## config.mk

```make
export PLATFORM = sky130hd
export DESIGN_NAME = timer_multi
export DESIGN_NICKNAME = d
export VERILOG_FILES = /design/src/rtl/timer_pkg.sv /design/src/rtl/timer_channel.sv /design/src/rtl/timer_multi.sv
export SDC_FILE = /design/constraint.sdc
export NUM_CORES = 1
export LEC_CHECK = 0
export BUFFER_PORTS_ARGS = -buffer_cell sky130_fd_sc_hd__buf_2
export CORE_MARGIN = 10
export CORE_UTILIZATION = 28
export DETAILED_ROUTE_END_ITERATION = 10
export GPL_ROUTABILITY_DRIVEN = 0
export GPL_TIMING_DRIVEN = 1
export PLACE_DENSITY = 0.43
export SETUP_SLACK_MARGIN = 0.2
export SYNTH_ARGS = -nofsm -noshare
export SYNTH_HDL_FRONTEND = slang
export SYNTH_SLANG_ARGS = --single-unit
```

## constraint.sdc

```tcl
create_clock -name i_clk -period 3.2 [get_ports i_clk]
set_input_delay 0.8 -clock i_clk [delete_from_list [all_inputs] [get_ports i_clk]]
set_output_delay 0.8 -clock i_clk [all_outputs]
set_load 0.05 [all_outputs]
```

## src/rtl/timer_pkg.sv

```systemverilog
// timer_pkg: register map, CTRL bit positions and address-width helper for timer_multi
package timer_pkg;
  localparam logic [1:0] OFF_CTRL   = 2'd0;
  localparam logic [1:0] OFF_STAT   = 2'd1;
  localparam logic [1:0] OFF_RELOAD = 2'd2;
  localparam logic [1:0] OFF_COUNT  = 2'd3;
  localparam int CTRL_EN       = 0;
  localparam int CTRL_IE       = 1;
  localparam int CTRL_OS       = 2;
  localparam int CTRL_PDIV_LSB = 8;
  // a single channel still keeps one index bit so the field is never empty
  function automatic int addr_w(input int n_ch);
    return (n_ch > 1 ? $clog2(n_ch) : 1) + 2;
  endfunction
endpackage

```

## src/rtl/timer_channel.sv

```systemverilog
// timer_channel: one prescaled up-counter with reload, one-shot mode, sticky flag and irq
module timer_channel
  import timer_pkg::*;
#(
  parameter int CNT_W = 16,
  parameter int PRE_W = 8
) (
  input  logic        clk_i,
  input  logic        rst_i,
  input  logic        ctrl_we_i,
  input  logic        stat_we_i,
  input  logic        reload_we_i,
  input  logic        count_we_i,
  input  logic [15:0] wdata_i,
  output logic [15:0] ctrl_o,
  output logic [15:0] reload_o,
  output logic [15:0] count_o,
  output logic        flag_o,
  output logic        irq_o
);
  logic             en_q, en_d, ie_q, ie_d, os_q, os_d, flag_q, flag_d, irq_q;
  logic [PRE_W-1:0] pdiv_q, pdiv_d, pcnt_q, pcnt_d;
  logic [CNT_W-1:0] reload_q, reload_d, count_q, count_d;
  logic             tick, ovf;
  logic             unused_wdata;
  assign unused_wdata = &{1'b0, wdata_i};
  always_comb begin
    tick     = en_q && (pcnt_q == pdiv_q);
    ovf      = tick && (count_q == '1);
    pcnt_d   = (ctrl_we_i || count_we_i || !en_q || tick) ? '0 : pcnt_q + 1'b1;
    en_d     = ctrl_we_i ? wdata_i[CTRL_EN] : (ovf && os_q) ? 1'b0 : en_q;
    ie_d     = ctrl_we_i ? wdata_i[CTRL_IE] : ie_q;
    os_d     = ctrl_we_i ? wdata_i[CTRL_OS] : os_q;
    pdiv_d   = ctrl_we_i ? wdata_i[CTRL_PDIV_LSB +: PRE_W] : pdiv_q;
    reload_d = reload_we_i ? wdata_i[CNT_W-1:0] : reload_q;
    count_d  = count_we_i ? wdata_i[CNT_W-1:0] : ovf ? reload_q : tick ? count_q + 1'b1 : count_q;
    // an overflow in the same cycle as a W1C keeps the flag set
    flag_d   = ovf || (flag_q && !(stat_we_i && wdata_i[0]));
  end
  always_ff @(posedge clk_i) begin
    if (rst_i) begin
      en_q     <= 1'b0;
      ie_q     <= 1'b0;
      os_q     <= 1'b0;
      pdiv_q   <= '0;
      pcnt_q   <= '0;
      reload_q <= '0;
      count_q  <= '0;
      flag_q   <= 1'b0;
      irq_q    <= 1'b0;
    end else begin
      en_q     <= en_d;
      ie_q     <= ie_d;
      os_q     <= os_d;
      pdiv_q   <= pdiv_d;
      pcnt_q   <= pcnt_d;
      reload_q <= reload_d;
      count_q  <= count_d;
      flag_q   <= flag_d;
      irq_q    <= flag_q && ie_q;
    end
  end
  assign ctrl_o   = {8'(pdiv_q), 5'b0, os_q, ie_q, en_q};
  assign reload_o = 16'(reload_q);
  assign count_o  = 16'(count_q);
  assign flag_o   = flag_q;
  assign irq_o    = irq_q;
endmodule

```

## src/rtl/timer_multi.sv

```systemverilog
// timer_multi: N_CH-channel bus timer; address decode, read mux and interrupt OR
module timer_multi
  import timer_pkg::*;
#(
  parameter int N_CH  = 4,
  parameter int CNT_W = 16,
  parameter int PRE_W = 8,
  localparam int AW   = addr_w(N_CH)
) (
  input  logic            i_clk,
  input  logic            i_rst,
  input  logic            i_sel,
  input  logic            i_we,
  input  logic            i_re,
  input  logic [AW-1:0]   i_addr,
  input  logic [15:0]     i_wdata,
  output logic [15:0]     o_rdata,
  output logic            o_rdy,
  output logic [N_CH-1:0] o_int_vec,
  output logic            o_int_req
);
  logic [AW-3:0] ch_idx;
  logic [1:0]    off;
  logic          hit, wr;
  logic [15:0]   rd [N_CH][4];
  logic [15:0]   rdata;
  assign ch_idx = i_addr[AW-1:2];
  assign off    = i_addr[1:0];
  assign hit    = i_sel && (32'(ch_idx) < N_CH);
  assign wr     = hit && i_we;
  genvar c;
  generate
    for (c = 0; c < N_CH; c++) begin : g_ch
      logic we_c, flag;
      assign we_c = wr && (32'(ch_idx) == c);
      timer_channel #(.CNT_W(CNT_W), .PRE_W(PRE_W)) u_ch (
        .clk_i       (i_clk),
        .rst_i       (i_rst),
        .ctrl_we_i   (we_c && off == OFF_CTRL),
        .stat_we_i   (we_c && off == OFF_STAT),
        .reload_we_i (we_c && off == OFF_RELOAD),
        .count_we_i  (we_c && off == OFF_COUNT),
        .wdata_i     (i_wdata),
        .ctrl_o      (rd[c][OFF_CTRL]),
        .reload_o    (rd[c][OFF_RELOAD]),
        .count_o     (rd[c][OFF_COUNT]),
        .flag_o      (flag),
        .irq_o       (o_int_vec[c])
      );
      assign rd[c][OFF_STAT] = {15'b0, flag};
    end
  endgenerate
  always_comb begin
    rdata = '0;
    for (int i = 0; i < N_CH; i++) rdata = (32'(ch_idx) == i) ? rd[i][off] : rdata;
  end
  assign o_rdata   = (hit && i_re) ? rdata : 16'h0;
  assign o_rdy     = i_sel;
  assign o_int_req = |o_int_vec;
endmodule
```

==> results of run 1 <==
[cell families after synthesis]
kind of cell             after synthesis
multiplexers                          87
buffers and inverters                126
adder cells (fa/ha/maj)                8
AND/OR/NAND/NOR                      618
flip-flops                           212
XOR/XNOR                              61
AO/OA/AOI/OAI                        366
[state kept, by name, summed over array words and instances, names as in the netlist]
register            flops
g_ch.u_ch.ie_q          4
g_ch.u_ch.os_q          4
g_ch.u_ch.en_q          4
g_ch.u_ch.reload_o     64
g_ch.u_ch.pdiv_q       32
g_ch.u_ch.irq_o         4
g_ch.u_ch.pcnt_q       32
g_ch.u_ch.count_o      64
g_ch.u_ch.flag_o        4
[power by group through the flow]
stage	Sequential, uW	Clock (uW)	Combinational (uW)
2_1_floorplan	2730	0	260
3_3_place_gp	2750	0	464
3_5_place_dp	2750	0	464
4_1_cts	2690	3580	483
5_1_grt	2690	3700	529
6_report	2690	3500	503
[worst max-delay path: cells and delay by family]
family                 cells  cell delay (ns)
and+or+nand+nor            1             0.16
muxes                      2             1.05
buffers and inverters      2             0.26
[path summary, 6_finish.rpt]
kind	from	end	slack, ns	cells past startpoint
worst max-delay path	i_addr[1]	o_rdata[0]	0.13	5
worst min-delay path	g_ch[0].u_ch.reload_o[1]	g_ch[0].u_ch.reload_o[1]	0.47	2
worst max register to register	g_ch[2].u_ch.count_o[1]	g_ch[2].u_ch.count_o[3]	0.67	8
worst min register to register	g_ch[0].u_ch.reload_o[1]	g_ch[0].u_ch.reload_o[1]	0.47	2
[placed cells by master, fill, tap and decap left out, types with 32 or more instances in the layout]
cell type,n
a21oi_1,176
and3_1,37
buf_4,93
dfxtp_1,205
mux2i_1,50
nand2_1,281
nand3_1,64
nand4_1,32
nor2_1,111
o21ai_0,44
xnor2_1,44
[timing repair]
action / CTS / global route
pin swaps: 5 / 13
resized for setup: 60 / 42
buffers inserted: 2 / 3
setup endpoints to repair: 16 / 16
gates cloned: 0 / 1
[layout make-up]
| cell class | instances | area share |
|---|---|---|
| Clock inverter | 13 | 0.0161 |
| Clock buffer | 37 | 0.0546 |
| Multi-Input combinational cell | 1140 | 0.495 |
| Timing Repair Buffer | 148 | 0.0856 |
| Sequential cell | 212 | 0.297 |
| Inverter | 21 | 0.00549 |
| Tap cell | 532 | 0.0464 |
[layer usage]
layer,global-route usage,part of all wire
met5,0,0
met4,0.0634,0.031
met3,0.0291,0.072
met2,0.275,0.43
met1,0.263,0.47
[per-stage QoR]
stage	instances	utilization	setup WS, ns	hold WS (ns)
after floorplan	1478	-	0.202	0.437
after global placement	2047	0.317	-0.103	0.461
after detailed placement	2047	0.317	-0.114	0.465
after CTS	2099	0.346	0.118	0.472
final	2103	0.350	0.126	0.474
after global routing	2103	0.350	0.102	0.500
==> impl_metrics.ini, run 1 <==
[setup_path]
crit_type = input port to output pin
crit_required_ns = 2.40
cp-start-kind = input port
crit_fanout = 5
cp_cell_sequence = buf_12 > mux4_2 > mux4_2 > nor2b_4 > buf_8
critPathMostFrequentCell = mux4_2
worstPathArrival_ns = 2.27
slowest_stage = mux4_2
crit_path_end_kind = output pin
cpPeakStageDelay_ns = 0.53

[die]
dieArea_um2 = 50200
placementRows = 74
die_y_um = 224
pin_count = 47
fp.dieW_um = 224
core_um2 = 41000
start_util = 0.284

[layout]
area_delta_synth_final_pct = 23.1
regArea_um2 = 4260
fin_area_um2 = 14400
antenna_cells = 0
fill_cells = 4237
drive_gt1_frac = 0.191
multiInputGateArea_um2 = 7110
nNetsFinal = 1584

[synth]
synth_top_cell_by_area = dfxtp_1
ys_seq_area_frac = 0.364
synth_top_family_by_area = simple AND/OR/NAND/NOR gates
synth_top_area_share = 0.364
yosys-top-cells-count = nand2_1 (282), dfxtp_1 (212), a21oi_1 (178)
synthMuxAreaShare = 0.0939
synthTopCellsByArea = dfxtp_1 (36%), nand2_1 (9.1%), a21oi_1 (7.6%)
ys_async_sr_fraction = 0
synthAdderAreaFrac = 0.00858
yosysUniqueCellTypes = 73
synth_ff_type = dfxtp_1
syn_area_um2 = 11700
syn_avg_cell_area_um2 = 7.89
ys.warnings.count = 0
yosys.area_share.simple = 0.245
yosys_register_bits = 212
syn_nets = 1511
syn_inst = 1478
synth_xor_area_frac = 0.0458
synth_edf_count = 0
synth-compound-area-share = 0.192
synth.most_common_cell = nand2_1

[grt]
antenna_found_initial = 0
grtUsageTotal = 0.184
grt_pass1_wl_mm = 70.5
grt_pass1_vias = 10500
grt_start_max_net_pins = 126
gr-total-overflow = 0

[cts]
cts_hold_buf = 0
clk_pin_slew_worst_paths_ns = 0.05
cts_sinks = 212
clk_latency_ns = 0.58
cts_tree = yes
htreeDepth = 1
cts_buffers = 28
ctsRootBufferMaster = clkbuf_16
clockBufferDepth = 3

[sta]
max_freq_mhz = 325
maxSlewViolCount = 0
finalClockSkew_ns = 0.0217
relSlewSlack = 0.418
setup_violations = 0
min_period_ns = 3.07
finalSetupTns_ns = 0
worst_slew_pin_slew_ns = 0.866
hold_viol = 0
fin_crit_sh = 0.961
grt_setup_unrepaired = true

[power]
p_total_uw = 6700
pwr-share-seq = 0.402
p_int_uw = 5020
switchingPower_uw = 1670
total_leakage_power_uw = 0.00490
sw_frac_of_total = 0.250
pwr-share-clk = 0.523
combPwrFrac = 0.075
power_density_nw_per_um2 = 466
ir_drop_mv = 0.268

[min_path]
hold_class = flop to flop

[placed_design]
io_buffer_count = 46
dpl_cell_area_um2 = 13000
dp.final_hpwl_mm = 34.4

[drt]
avgViaCountPerCell = 5.43
drc = 0
vias = 11400
dr.pass1.iters = 6
drtIter0Drc = 1169
routedWlPerCell_um = 22.9
wirelength_mm = 48.1
drtAntennaViolNets = 0

[status]
outcome = finished clean

[run]
cap_violations = 0
(Power assumes the default switching activity.)
==> inputs of run 2 (changes only) <==
- clock period: 3.2 -> 3.26 ns (I/O delays scaled with it)
==> run 2 against run 1 <==
- global-route usage rose by 0.34 points
- highest routed layer unchanged
- worst setup slack improved by 0.044 ns
- combinational power fell by 0.8%
- clock skew fell by 0.011 ns
- first-iteration DRC count fell by 0.51%
- final area fell by 1.5%
- clock-buffer cell count rose by 5
- critical path type unchanged
- flip-flop and latch count did not move
- cell count fell by 0.29%
- sequential power fell by 2%
==> impl_metrics.ini, run 2 (same netlist as run 1, synthesis figures left out) <==
[die]
core_um2 = 41000
placementRows = 74
start_util = 0.284
die_y_um = 224
dieArea_um2 = 50200
pin_count = 47
fp.dieW_um = 224

[cts]
cts_sinks = 212
cts_buffers = 27
clk_latency_ns = 0.55
cts_tree = yes
postCtsSetupRepairBufs = 0
ctsRootBufferMaster = clkbuf_16
clk_pin_slew_worst_paths_ns = 0.06
cts_hold_buf = 0
htreeDepth = 1
clockBufferDepth = 3

[layout]
drive_gt1_frac = 0.176
fill_cells = 4330
antenna_cells = 0
nNetsFinal = 1579
area_delta_synth_final_pct = 21.3
final_common_cell = nand2_1
fin_util = 0.345
final_cell_mix = nand2_1 (282), dfxtp_1 (208), a21oi_1 (177)

[setup_path]
cp-start-kind = input port
crit_type = input port to output pin
crit_required_ns = 2.44
worstPathArrival_ns = 2.27
crit_fanout = 8
crit_path_end_kind = output pin

[sta]
hold_viol = 0
worst_slew_pin_slew_ns = 0.767
max_freq_mhz = 324
maxSlewViolCount = 0
relSlewSlack = 0.486
grt_setup_unrepaired = true
setup_violations = 0
finalClockSkew_ns = 0.0111
min_period_ns = 3.09
fin_crit_sh = 0.948
finalSetupTns_ns = 0

[power]
power_density_nw_per_um2 = 433
ir_drop_mv = 0.324
total_leakage_power_uw = 0.00483
p_total_uw = 6130

[drt]
wirelength_mm = 48.5
dr.pass1.iters = 7
drtAntennaViolNets = 0
drc = 0
routedWlPerCell_um = 23.1
vias = 11400
avgViaCountPerCell = 5.43
drtIter0Drc = 1163

[run]
cap_violations = 0

[grt]
antenna_found_initial = 2
grtUsageTotal = 0.188
grt_pass1_wl_mm = 71.9
gr-total-overflow = 0
grt_pass1_vias = 10700
grt_start_max_net_pins = 56

[placed_design]
io_buffer_count = 46
dp.final_hpwl_mm = 34.6

[min_path]
hold_class = flop to flop

[status]
outcome = finished clean
## run 2: report_power, final
group | internal (uW) | total (uW) | leakage, uW | switching [uW]
logic | 163 | 499 | 0.00269 | 336
clock network | 1790 | 2990 | 0.000424 | 1200
registers | 2610 | 2640 | 0.00171 | 31.0
total | 4560 | 6130 | 0.00483 | 1570
## run 2: repair_timing
action / CTS / global route
endpoints found under the hold margin: 0 / 0
gates resized for setup: 44 / 27
gates cloned: 0 / 1
pin swaps: 0 / 2
setup endpoints to repair: 16 / 14
## run 2: worst max-delay path, cell delays in order
cell and delay [ns]:
buf_12 0.12, mux4_2 0.52, mux4_2 0.51, nor2b_4 0.15, buf_8 0.15
## run 2: area by class of cell
| cell class | instances | area [um2] | share of cell area |
|---|---|---|---|
| Multi-Input combinational cell | 1140 | 7080 | 0.501 |
| Clock buffer | 42 | 782 | 0.0553 |
| Tap cell | 532 | 666 | 0.0471 |
| Inverter | 21 | 78.8 | 0.00557 |
| Clock inverter | 6 | 80.1 | 0.00566 |
| Timing Repair Buffer | 144 | 1210 | 0.0854 |
| Sequential cell | 212 | 4250 | 0.300 |
## run 2: routing by layer
layer  global-route usage  vias up  wire (um)
li1                     -     5401          -
met1                0.270     5519      23000
met2                0.273      407      20200
met3               0.0439       60       3980
met4               0.0494        0       1290
met5                    0        -          0
## run 2: path summary, 6_finish.rpt
kind | start | endpoint | slack, ns | cells past startpoint
max | i_addr[1] | o_rdata[0] | 0.17 | 5
min | g_ch[0].u_ch.reload_o[2] | g_ch[0].u_ch.reload_o[2] | 0.47 | 2
max reg2reg | g_ch[2].u_ch.count_o[1] | g_ch[2].u_ch.count_o[0] | 0.78 | 8
min reg2reg | g_ch[0].u_ch.reload_o[2] | g_ch[0].u_ch.reload_o[2] | 0.47 | 2
## run 2: through the flow
stage | hold slack (ns) | cell area (um2) | setup slack (ns) | std cells
2_1_floorplan | 0.437 | 11800 | 0.209 | 1478
3_3_place_gp | 0.463 | 13000 | -0.0255 | 2048
3_5_place_dp | 0.463 | 13000 | -0.0502 | 2048
4_1_cts | 0.472 | 14000 | 0.169 | 2096
5_1_grt | 0.498 | 14100 | 0.122 | 2097
6_report | 0.468 | 14100 | 0.170 | 2097
